## src/rtl/lsu_mem_ctrl.sv

```systemverilog
// rtl/lsu_mem_ctrl.sv - load/store sequencer for the single-port, read-registered data memory
// One request at a time; single or double word; one-cycle response pulse with wrap flag.
module lsu_mem_ctrl #(
   parameter int DATA = 16,
   parameter int ADDR = 12
) (
   input  logic                clk_i,
   input  logic                rst_i,
   input  logic                req_valid_i,
   output logic                req_ready_o,
   input  logic                req_we_i,
   input  logic                req_dbl_i,
   input  logic [ADDR-1:0]     req_addr_i,
   input  logic [2*DATA-1:0]   req_wdata_i,
   output logic                rsp_valid_o,
   output logic [2*DATA-1:0]   rsp_rdata_o,
   output logic                rsp_err_o,
   output logic                mem_we_o,
   output logic [ADDR-1:0]     mem_addr_o,
   output logic [DATA-1:0]     mem_wdata_o,
   input  logic [DATA-1:0]     mem_rdata_i
);

   typedef enum logic [2:0] {
      IDLE   = 3'd0,
      ACC_LO = 3'd1,
      ACC_HI = 3'd2,
      CAP_LO = 3'd3,
      CAP_HI = 3'd4
   } state_e;

   localparam logic [ADDR-1:0] ADDR_ONE = {{(ADDR-1){1'b0}}, 1'b1};

   state_e            state_q;
   logic              we_q;
   logic              dbl_q;
   logic              wrap_q;
   logic [DATA-1:0]   wdata_hi_q;
   logic              rsp_valid_q;
   logic [2*DATA-1:0] rsp_rdata_q;
   logic              rsp_err_q;
   logic              mem_we_q;
   logic [ADDR-1:0]   mem_addr_q;
   logic [DATA-1:0]   mem_wdata_q;

   always_ff @(posedge clk_i) begin
      if (rst_i) begin
         state_q     <= IDLE;
         we_q        <= 1'b0;
         dbl_q       <= 1'b0;
         wrap_q      <= 1'b0;
         wdata_hi_q  <= '0;
         rsp_valid_q <= 1'b0;
         rsp_rdata_q <= '0;
         rsp_err_q   <= 1'b0;
         mem_we_q    <= 1'b0;
         mem_addr_q  <= '0;
         mem_wdata_q <= '0;
      end else begin
         rsp_valid_q <= 1'b0;
         case (state_q)
            IDLE: begin
               if (req_valid_i) begin
                  we_q        <= req_we_i;
                  dbl_q       <= req_dbl_i;
                  wrap_q      <= req_dbl_i && (req_addr_i == '1);
                  wdata_hi_q  <= req_wdata_i[2*DATA-1:DATA];
                  mem_addr_q  <= req_addr_i;
                  mem_we_q    <= req_we_i;
                  mem_wdata_q <= req_wdata_i[DATA-1:0];
                  state_q     <= ACC_LO;
               end
            end
            ACC_LO: begin
               if (dbl_q) begin
                  // Address increment wraps modulo 2^ADDR; wrap_q already flags it.
                  mem_addr_q  <= mem_addr_q + ADDR_ONE;
                  mem_wdata_q <= wdata_hi_q;
                  mem_we_q    <= we_q;
                  state_q     <= ACC_HI;
               end else begin
                  mem_we_q <= 1'b0;
                  if (we_q) begin
                     rsp_valid_q <= 1'b1;
                     rsp_err_q   <= 1'b0;
                     state_q     <= IDLE;
                  end else begin
                     state_q <= CAP_LO;
                  end
               end
            end
            ACC_HI: begin
               mem_we_q <= 1'b0;
               if (we_q) begin
                  rsp_valid_q <= 1'b1;
                  rsp_err_q   <= wrap_q;
                  state_q     <= IDLE;
               end else begin
                  rsp_rdata_q[DATA-1:0] <= mem_rdata_i;
                  state_q               <= CAP_HI;
               end
            end
            CAP_LO: begin
               rsp_rdata_q <= {{DATA{1'b0}}, mem_rdata_i};
               rsp_valid_q <= 1'b1;
               rsp_err_q   <= 1'b0;
               state_q     <= IDLE;
            end
            CAP_HI: begin
               rsp_rdata_q[2*DATA-1:DATA] <= mem_rdata_i;
               rsp_valid_q                <= 1'b1;
               rsp_err_q                  <= wrap_q;
               state_q                    <= IDLE;
            end
            default: begin
               mem_we_q <= 1'b0;
               state_q  <= IDLE;
            end
         endcase
      end
   end

   assign req_ready_o = (state_q == IDLE);
   assign rsp_valid_o = rsp_valid_q;
   assign rsp_rdata_o = rsp_rdata_q;
   assign rsp_err_o   = rsp_err_q;
   assign mem_we_o    = mem_we_q;
   assign mem_addr_o  = mem_addr_q;
   assign mem_wdata_o = mem_wdata_q;

endmodule

```

## config.mk

```make
export PLATFORM = sky130hd
export DESIGN_NAME = lsu_mem_ctrl
export DESIGN_NICKNAME = d
export VERILOG_FILES = /design/src/rtl/lsu_mem_ctrl.sv
export SDC_FILE = /design/constraint.sdc
export NUM_CORES = 1
export LEC_CHECK = 0
export CAP_MARGIN = 20
export CORE_MARGIN = 10
export CORE_UTILIZATION = 45
export DETAILED_ROUTE_END_ITERATION = 12
export PLACE_DENSITY_LB_ADDON = 0.12
export SKIP_CTS_REPAIR_TIMING = 1
export SLEW_MARGIN = 30
export SYNTH_ARGS = -nofsm -noshare
export SYNTH_HDL_FRONTEND = slang
export SYNTH_SLANG_ARGS = --single-unit
```

## constraint.sdc

```tcl
create_clock -name clk_i -period 2 [get_ports clk_i]
set_input_delay 0.4 -clock clk_i [delete_from_list [all_inputs] [get_ports clk_i]]
set_output_delay 0.4 -clock clk_i [all_outputs]
set_load 0.02 [all_outputs]
```

== Word-level counts from Yosys, hierarchy flattened ==
Index checks and enable logic that the tools add are counted.
Operators by class
  mux-type cells: 24
  reductions and logical operators: 12
  bitwise logic cells: 1
  equality and inequality tests: 11
  add/subtract/negate cells: 1
Operator list (number)
  $pmux 16 s2: 3
  $mux 16: 3
  $mux 12: 2
  $pmux 12 s2: 1
  $add 12x1->12 const B: 1
  $eq 12x12->1 const B: 1
  $ne 2x2->1 const B: 6
  $pmux 3 s3: 1
  $mux 1: 7
  $eq 3x2->1 const B: 2
  $mux 3: 2
  $pmux 1 s3: 2
  $reduce_and 2->1: 3
  $reduce_bool 2->1: 3
  $mux 2: 2
  $pmux 1 s4: 1
  $reduce_and 4->1: 1
  $reduce_bool 4->1: 1
  $eq 3x1->1 const B: 1
  $eq 3x3->1 const B: 1
  $logic_not 3->1: 1
  $reduce_and 3->1: 1
  $reduce_or 2->1: 1
  $logic_and 1x1->1: 1
  $not 1->1: 1
Word-level totals
  output and inout bits: 64
  bits of input ports: 65
  bits in registers: 85
  logic and storage cells: 61

== Depth between registers and ports, before layout ==
Gate-level depths: netlist (run 1).
  word-level depth: 4
  mapped depth: 7
  mapped depth without buffers: 5

== Worst setup path before layout (run 1) ==
Ideal clock, no wire load.
  path type: register to register
  from: register mem_addr_q[0] (netlist: mem_addr_o[0])
  to: register mem_addr_q[8] (netlist: mem_addr_o[8])
  buffers on the path: 0
  slack: 0.327 ns
  data required time: 1.908 ns
  period minus slack after synthesis: 1.673 ns
  data arrival time: 1.581 ns
  library setup time: 0.092 ns
  stages on the path, launching flop included: 6
  cells stage by stage: dfxtp_1 ha_1 nand3_1 or3_1 o31a_1 o32ai_1
On the way
  longest elaborated chain between the ends: 3
RTL lines
  from (decl): RTL line 43  | logic [ADDR-1:0] mem_addr_q;
  from (signal assigned): RTL line 68  | mem_addr_q <= req_addr_i;
  from (signal assigned): RTL line 77  | mem_addr_q <= mem_addr_q + ADDR_ONE;
  $add 12x1->12: RTL line 77
  $mux 12: RTL line 75  | if (dbl_q) begin
  $pmux 12 s2: RTL line 61  | case (state_q)
No other way between the ends. The select of a mux whose other input is x is not followed.
A chain may end at the register's enable or synchronous reset.

== Final worst setup path (run 1) ==
  from: register mem_addr_q[10] (netlist: mem_addr_o[10])
  to: output mem_addr_o[10]
RTL lines
  to (decl): RTL line 19  | output logic [ADDR-1:0] mem_addr_o,
No word-level cell between the ends.

==> results of run 1 <==
## layout make-up
type | count | area, um^2 | share of cell area [%]
Timing Repair Buffer | 150 | 1460 | 26.9
Clock inverter | 6 | 159 | 2.93
Multi-Input combinational cell | 320 | 1810 | 33.5
Clock buffer | 9 | 124 | 2.29
Inverter | 8 | 30.0 | 0.555
Sequential cell | 85 | 1700 | 31.4
Tap cell | 105 | 131 | 2.43
## flip-flops by register name, indices dropped and copies added, names as in the netlist
| signal | flops |
|---|---|
| rsp_valid_o | 1 |
| state_q | 3 |
| mem_we_o | 1 |
| wrap_q | 1 |
| mem_wdata_o | 16 |
| rsp_rdata_o | 32 |
| dbl_q | 1 |
| mem_addr_o | 12 |
| wdata_hi_q | 16 |
| we_q | 1 |
| rsp_err_o | 1 |
## power groups by stage
stage	registers [mW]	logic (mW)	clock network, mW
after global routing	1.94	1.13	1.79
after global placement	1.95	1.03	0
after CTS	1.92	1.05	1.72
after detailed placement	1.96	1.05	0
final	1.92	1.04	1.68
after floorplan	2.05	0.475	0
## metal layers
metal / global-route usage (%) / vias up / part of all wire [%]
li1: - / 1841 / -
met1: 20.3 / 1705 / 44
met2: 28.1 / 98 / 48
met3: 6.44 / 2 / 7.5
met4: 4.43 / 0 / 0.33
met5: 0 / - / 0
## logic make-up (layout without fill, tap and decap cells)
logic type	Yosys count	in the layout
compound gates	118	118
mux	18	18
buf+inv	43	173
simple gates	183	183
fa+ha+maj	1	1
flops	85	85
## worst paths after layout
path	end	start
max reg2reg	mem_addr_o[9]$_SDFFE_PP0P_	state_q[0]$_SDFFE_PP0P_
max	mem_addr_o[10]	mem_addr_o[10]$_SDFFE_PP0P_
min reg2reg	wdata_hi_q[1]$_SDFFE_PP0P_	wdata_hi_q[1]$_SDFFE_PP0P_
min	wdata_hi_q[1]$_SDFFE_PP0P_	wdata_hi_q[1]$_SDFFE_PP0P_
## metrics by stage
| stage | instances | util (%) |
|---|---|---|
| 5_1_grt | 683 | 66.6 |
| 2_1_floorplan | 448 | - |
| 3_3_place_gp | 668 | 63.1 |
| 6_report | 683 | 66.6 |
| 3_5_place_dp | 668 | 63.1 |
| 4_1_cts | 683 | 66.5 |
## cells in the final DEF, fill, tap and decap left out, types with 3 or more instances in the layout
| cell | n |
|---|---|
| nand2_1 | 86 |
| o21ai_1 | 5 |
| nand3_1 | 6 |
| nor2_1 | 51 |
| or3_1 | 3 |
| nand4_1 | 6 |
| a311oi_1 | 18 |
| nor3_1 | 6 |
| inv_1 | 7 |
| o221ai_1 | 15 |
| o21ai_0 | 10 |
| buf_4 | 21 |
| mux2i_1 | 18 |
| nand3b_1 | 4 |
| bufinv_16 | 5 |
| a211o_1 | 5 |
| dfxtp_1 | 85 |
| nand2b_1 | 5 |
| clkbuf_8 | 9 |
| nor4_1 | 6 |
| clkdlybuf4s50_1 | 126 |
| a21oi_1 | 50 |
==> qor.csv, run 1 <==
stage,metric,value,unit
outcome,outcome,completed,
logic_synthesis,syn_nets,514,
hold_path,Hold Path Cell Cnt,2,
routing,first drt pass iteration count,5,
floorplan,Die ar.,0.0123,mm^2
layout,final instance area,0.00542,mm^2
sta,final hold violations,0,
power_and_ir_drop,Peak VDD IR,0.450,mV
power_and_ir_drop,Leak,1.92,nW
grt,first-pass GRT wire length,18000,um
setup_path,CP max-delay cell,clkdlybuf4s50_1,
placed_design,dpl ws,-0.0470,ns
power_and_ir_drop,PwrDens,856,mW/mm^2
logic_synthesis,Yosys cell types,46,
floorplan,IO Pins,129,
power_and_ir_drop,switching power,1.23,mW
grt,initial antenna violation count,0,
layout,fin nets,640,
grt,GR Util All Layers,17.1,%
logic_synthesis,Yosys reg bits,85,
setup_path,crit end category,output pin,
sta,max_slew headroom,60.1,%
floorplan,Die Wd,111,um
logic_synthesis,multiplexer area fraction after synthesis,4.85,%
clock_network,TritonCTS clock tree,yes,
setup_path,data arrival time of the critical path,1.43,ns
routing,DR vias,3646,
floorplan,height of the die,111,um
grt,largest net degree at the start of global routing,31,
logic_synthesis,number of enable flip-flop cells after synthesis,0,
floorplan,Initial Utilization,45.7,%
power_and_ir_drop,clock network fraction of design power,36.2,%
clock_network,clock sink count,85,
setup_path,crit-path cells,clkdlybuf4s50_1,
logic_synthesis,Mean Syn Cell Area,8.29,um^2
sta,final worst slack,0.168,ns
setup_path,Reg2Reg Depth,5,
routing,DRC errors left,0,
setup_path,WP depth,1,
clock_network,CTS root buf,clkbuf_8,
sta,Period minus WS final,1.83,ns
power_and_ir_drop,final total power,4.63,mW
logic_synthesis,cells after synthesis,448,
clock_network,H-tree Lvls,3,
setup_path,"critical path fanouts, max",5,
placed_design,gpl congestion,0.839,
logic_synthesis,most instantiated library cell after synthesis,nand2_1,
setup_path,"slowest stage delay, CP",0.66,ns
placed_design,detailed placement HPWL,8020,um
setup_path,WS Path Type,reg2out,
power_and_ir_drop,Comb pwr share,22.4,%
logic_synthesis,mapped cell area,0.00371,mm^2
sta,achievable frequency,0.546,GHz
sta,final setup TNS,0,ns
logic_synthesis,Post-synth top cells,"nand2_1, dfxtp_1, nor2_1, a21oi_1",
setup_path,"CP delay by family, top",buffers and inverters,
logic_synthesis,Synth warnings,0,
grt,number of global-route vias before repair,3549,
clock_network,worst-skew pair later-pin latency,0.34,ns
sta,# setup viols final,0,
logic_synthesis,post-synthesis xor/xnor area fraction,0,%
logic_synthesis,Post-synth top flop,dfxtp_1,
setup_path,critical path launch point type,register,
floorplan,core area,0.00813,mm^2
clock_network,Clock Path Buffers,2,
sta,RSZ-0062 raised after global routing,false,
logic_synthesis,post-synthesis simple-gate area fraction,21.9,%
sta,WHS,0.458,ns
job,MaxCap Viol Count,0,
sta,Tcrit/Tclk final,91.6,%
logic_synthesis,Post-synth ARST share,0,%
logic_synthesis,sequential share of the synthesized area,45.8,%
power_and_ir_drop,P_int,3.40,mW
routing,remaining antenna violation count,0,
clock_network,clk slew on worst S/H paths,0.08,ns
placed_design,port bufs,128,
setup_path,r2r setup slk,0.18,ns
sta,Tightest Pin Transition,0.597,ns
layout,n_diodes,0,
logic_synthesis,largest family of logic cells by synthesized area,simple AND/OR/NAND/NOR gates,
power_and_ir_drop,Sw Share,26.6,%
setup_path,WP buf/inv,1,
sta,Slew Limit Fails,0,
routing,vias per cell,5.34,
power_and_ir_drop,Seq pwr share,41.4,%
layout,Layout Area Growth over Synthesis,45.8,%
routing,Post-Route WL,10800,um
logic_synthesis,Yosys top cell area share,45.8,%
routing,WL per Instance,15.8,um
logic_synthesis,"area leader, netlist",dfxtp_1,
floorplan,# rows,33,
routing,DR iter-0 viols,168,
grt,total global routing overflow,0,
setup_path,worst path required time,1.60,ns
layout,fillcell total,688,
logic_synthesis,synth top area cells,"dfxtp_1, nand2_1, a21oi_1, nor2_1, mux2i_1",
clock_network,CTS Buf Count,9,
placed_design,Area after DPL,0.00513,mm^2
logic_synthesis,Synth Area in Compound Gates,21.4,%
sta,post-route clock skew,0.00782,ns
layout,layout cell share with drive strength beyond 1,7.61,%
logic_synthesis,adder-cell share of the synthesized area,0.337,%
hold_path,type of the worst min-delay path,reg2reg,
Power figures use the tool's default switching activity.
==> run 2: changes to the inputs <==
- CORE_UTILIZATION: 45 -> 40
==> run 2 against run 1 <==
Net effect: count of clock-buffer cells in the layout grew 2; first-iteration DRC count grew 30%; clock skew grew 0.0026 ns; cell count grew 0.73%; core utilization shrank 8.2 points; worst setup slack lost 0.033 ns; sequential share of layout area grew 0.43 points; fmax shrank 1.8%; power shrank 11%; hold slack lost 0.0021 ns; largest cell class unchanged.
==> qor.csv, run 2 (synthesis gave the netlist of run 1 again) <==
stage,metric,value,unit
sta,final worst slack,0.135,ns
sta,achievable frequency,0.536,GHz
setup_path,crit-path cells,clkdlybuf4s50_1,
routing,Post-Route WL,11100,um
clock_network,clk slew on worst S/H paths,0.09,ns
layout,fin cells,688,
routing,DR iter-0 viols,218,
placed_design,port bufs,128,
setup_path,WS Path Type,reg2out,
floorplan,core area,0.00915,mm^2
sta,final hold violations,0,
sta,WHS,0.456,ns
job,MaxCap Viol Count,0,
layout,"most common cell after layout, fill and taps aside",clkdlybuf4s50_1,
routing,remaining antenna violation count,0,
setup_path,critical path launch point type,register,
routing,DR vias,3610,
sta,max_slew headroom,60.6,%
sta,RSZ-0062 raised after global routing,false,
setup_path,worst path required time,1.60,ns
layout,post-route core utilization,58.4,%
placed_design,Area after DPL,0.00515,mm^2
layout,most frequent cells in the layout,"clkdlybuf4s50_1, nand2_1, dfxtp_1, nor2_1, a21oi_1",
layout,final instance area,0.00534,mm^2
sta,Period minus WS final,1.86,ns
setup_path,"CP delay by family, top",buffers and inverters,
setup_path,CP max-delay cell,clkdlybuf4s50_1,
grt,largest net degree at the start of global routing,50,
placed_design,gpl congestion,0.819,
layout,Layout Area Growth over Synthesis,43.9,%
clock_network,CTS Buf Count,9,
hold_path,Hold Path Cell Cnt,2,
placed_design,dpl ws,-0.000761,ns
layout,fin nets,638,
sta,Tcrit/Tclk final,93.2,%
sta,Tightest Pin Transition,0.589,ns
routing,WL per Instance,16.2,um
power_and_ir_drop,final total power,4.15,mW
floorplan,IO Pins,129,
setup_path,"critical path fanouts, max",6,
hold_path,type of the worst min-delay path,reg2reg,
placed_design,detailed placement HPWL,8140,um
layout,n_diodes,0,
floorplan,Initial Utilization,40.6,%
routing,vias per cell,5.25,
sta,# setup viols final,0,
clock_network,CTS root buf,clkbuf_8,
clock_network,clock sink count,85,
grt,total global routing overflow,0,
power_and_ir_drop,Peak VDD IR,0.326,mV
sta,Slew Limit Fails,0,
grt,GR Util All Layers,16.4,%
setup_path,data arrival time of the critical path,1.46,ns
placed_design,post-placement cell count,672,
grt,number of global-route vias before repair,3602,
routing,DRC errors left,0,
power_and_ir_drop,Leak,1.86,nW
setup_path,"slowest stage delay, CP",0.67,ns
sta,final setup TNS,0,ns
clock_network,H-tree Lvls,3,
floorplan,# rows,35,
grt,first-pass GRT wire length,18100,um
clock_network,Clock Path Buffers,2,
sta,post-route clock skew,0.0104,ns
layout,layout cell share with drive strength beyond 1,7.11,%
setup_path,WP buf/inv,1,
grt,initial antenna violation count,0,
setup_path,crit end category,output pin,
power_and_ir_drop,PwrDens,776,mW/mm^2
layout,max FFs per register,32,
floorplan,height of the die,116,um
clock_network,TritonCTS clock tree,yes,
setup_path,WP depth,1,
outcome,outcome,completed,
clock_network,worst-skew pair later-pin latency,0.34,ns
floorplan,Die ar.,0.0135,mm^2
routing,first drt pass iteration count,4,
setup_path,Reg2Reg Depth,5,
floorplan,Die Wd,116,um
==> run 2: cell types whose count changed in the layout (fill, tap and decap cells not counted), sizes merged <==
cell / delta
buf: -2
bufinv: -4
clkbuf: +2
clkinv: +1
clkinvlp: +3
inv: -1
==> run 2: layout make-up <==
cell class | count | area (um^2)
clock inverter | 5 | 61.3
fill | 846 | 3810
sequential | 85 | 1700
tap | 111 | 139
multi-input combinational | 320 | 1810
clock buffer | 11 | 131
timing repair buffer | 148 | 1470
inverter | 8 | 30.0
==> run 2: path summary, 6_finish.rpt <==
path,startpoint,endpoint,slack [ns]
worst max-delay path,mem_addr_o[0]$_SDFFE_PP0P_,mem_addr_o[0],0.14
worst min-delay path,wdata_hi_q[2]$_SDFFE_PP0P_,wdata_hi_q[2]$_SDFFE_PP0P_,0.46
worst max register to register,mem_addr_o[0]$_SDFFE_PP0P_,mem_addr_o[8]$_SDFFE_PP0P_,0.19
worst min register to register,wdata_hi_q[2]$_SDFFE_PP0P_,wdata_hi_q[2]$_SDFFE_PP0P_,0.46
==> run 2: per-layer routing <==
layer / track usage [%] / wire length [um]
met5: 0 / 0
met4: 4.84 / 94
met1: 19.0 / 4560
met2: 27.6 / 5460
met3: 6.27 / 1010
==> run 2: power by group <==
group / total [mW] / switching, mW / internal [mW] / leakage [nW]
registers: 1.92 / 0.0994 / 1.82 / 0.695
logic: 1.05 / 0.540 / 0.508 / 1.08
clock network: 1.18 / 0.598 / 0.581 / 0.0858
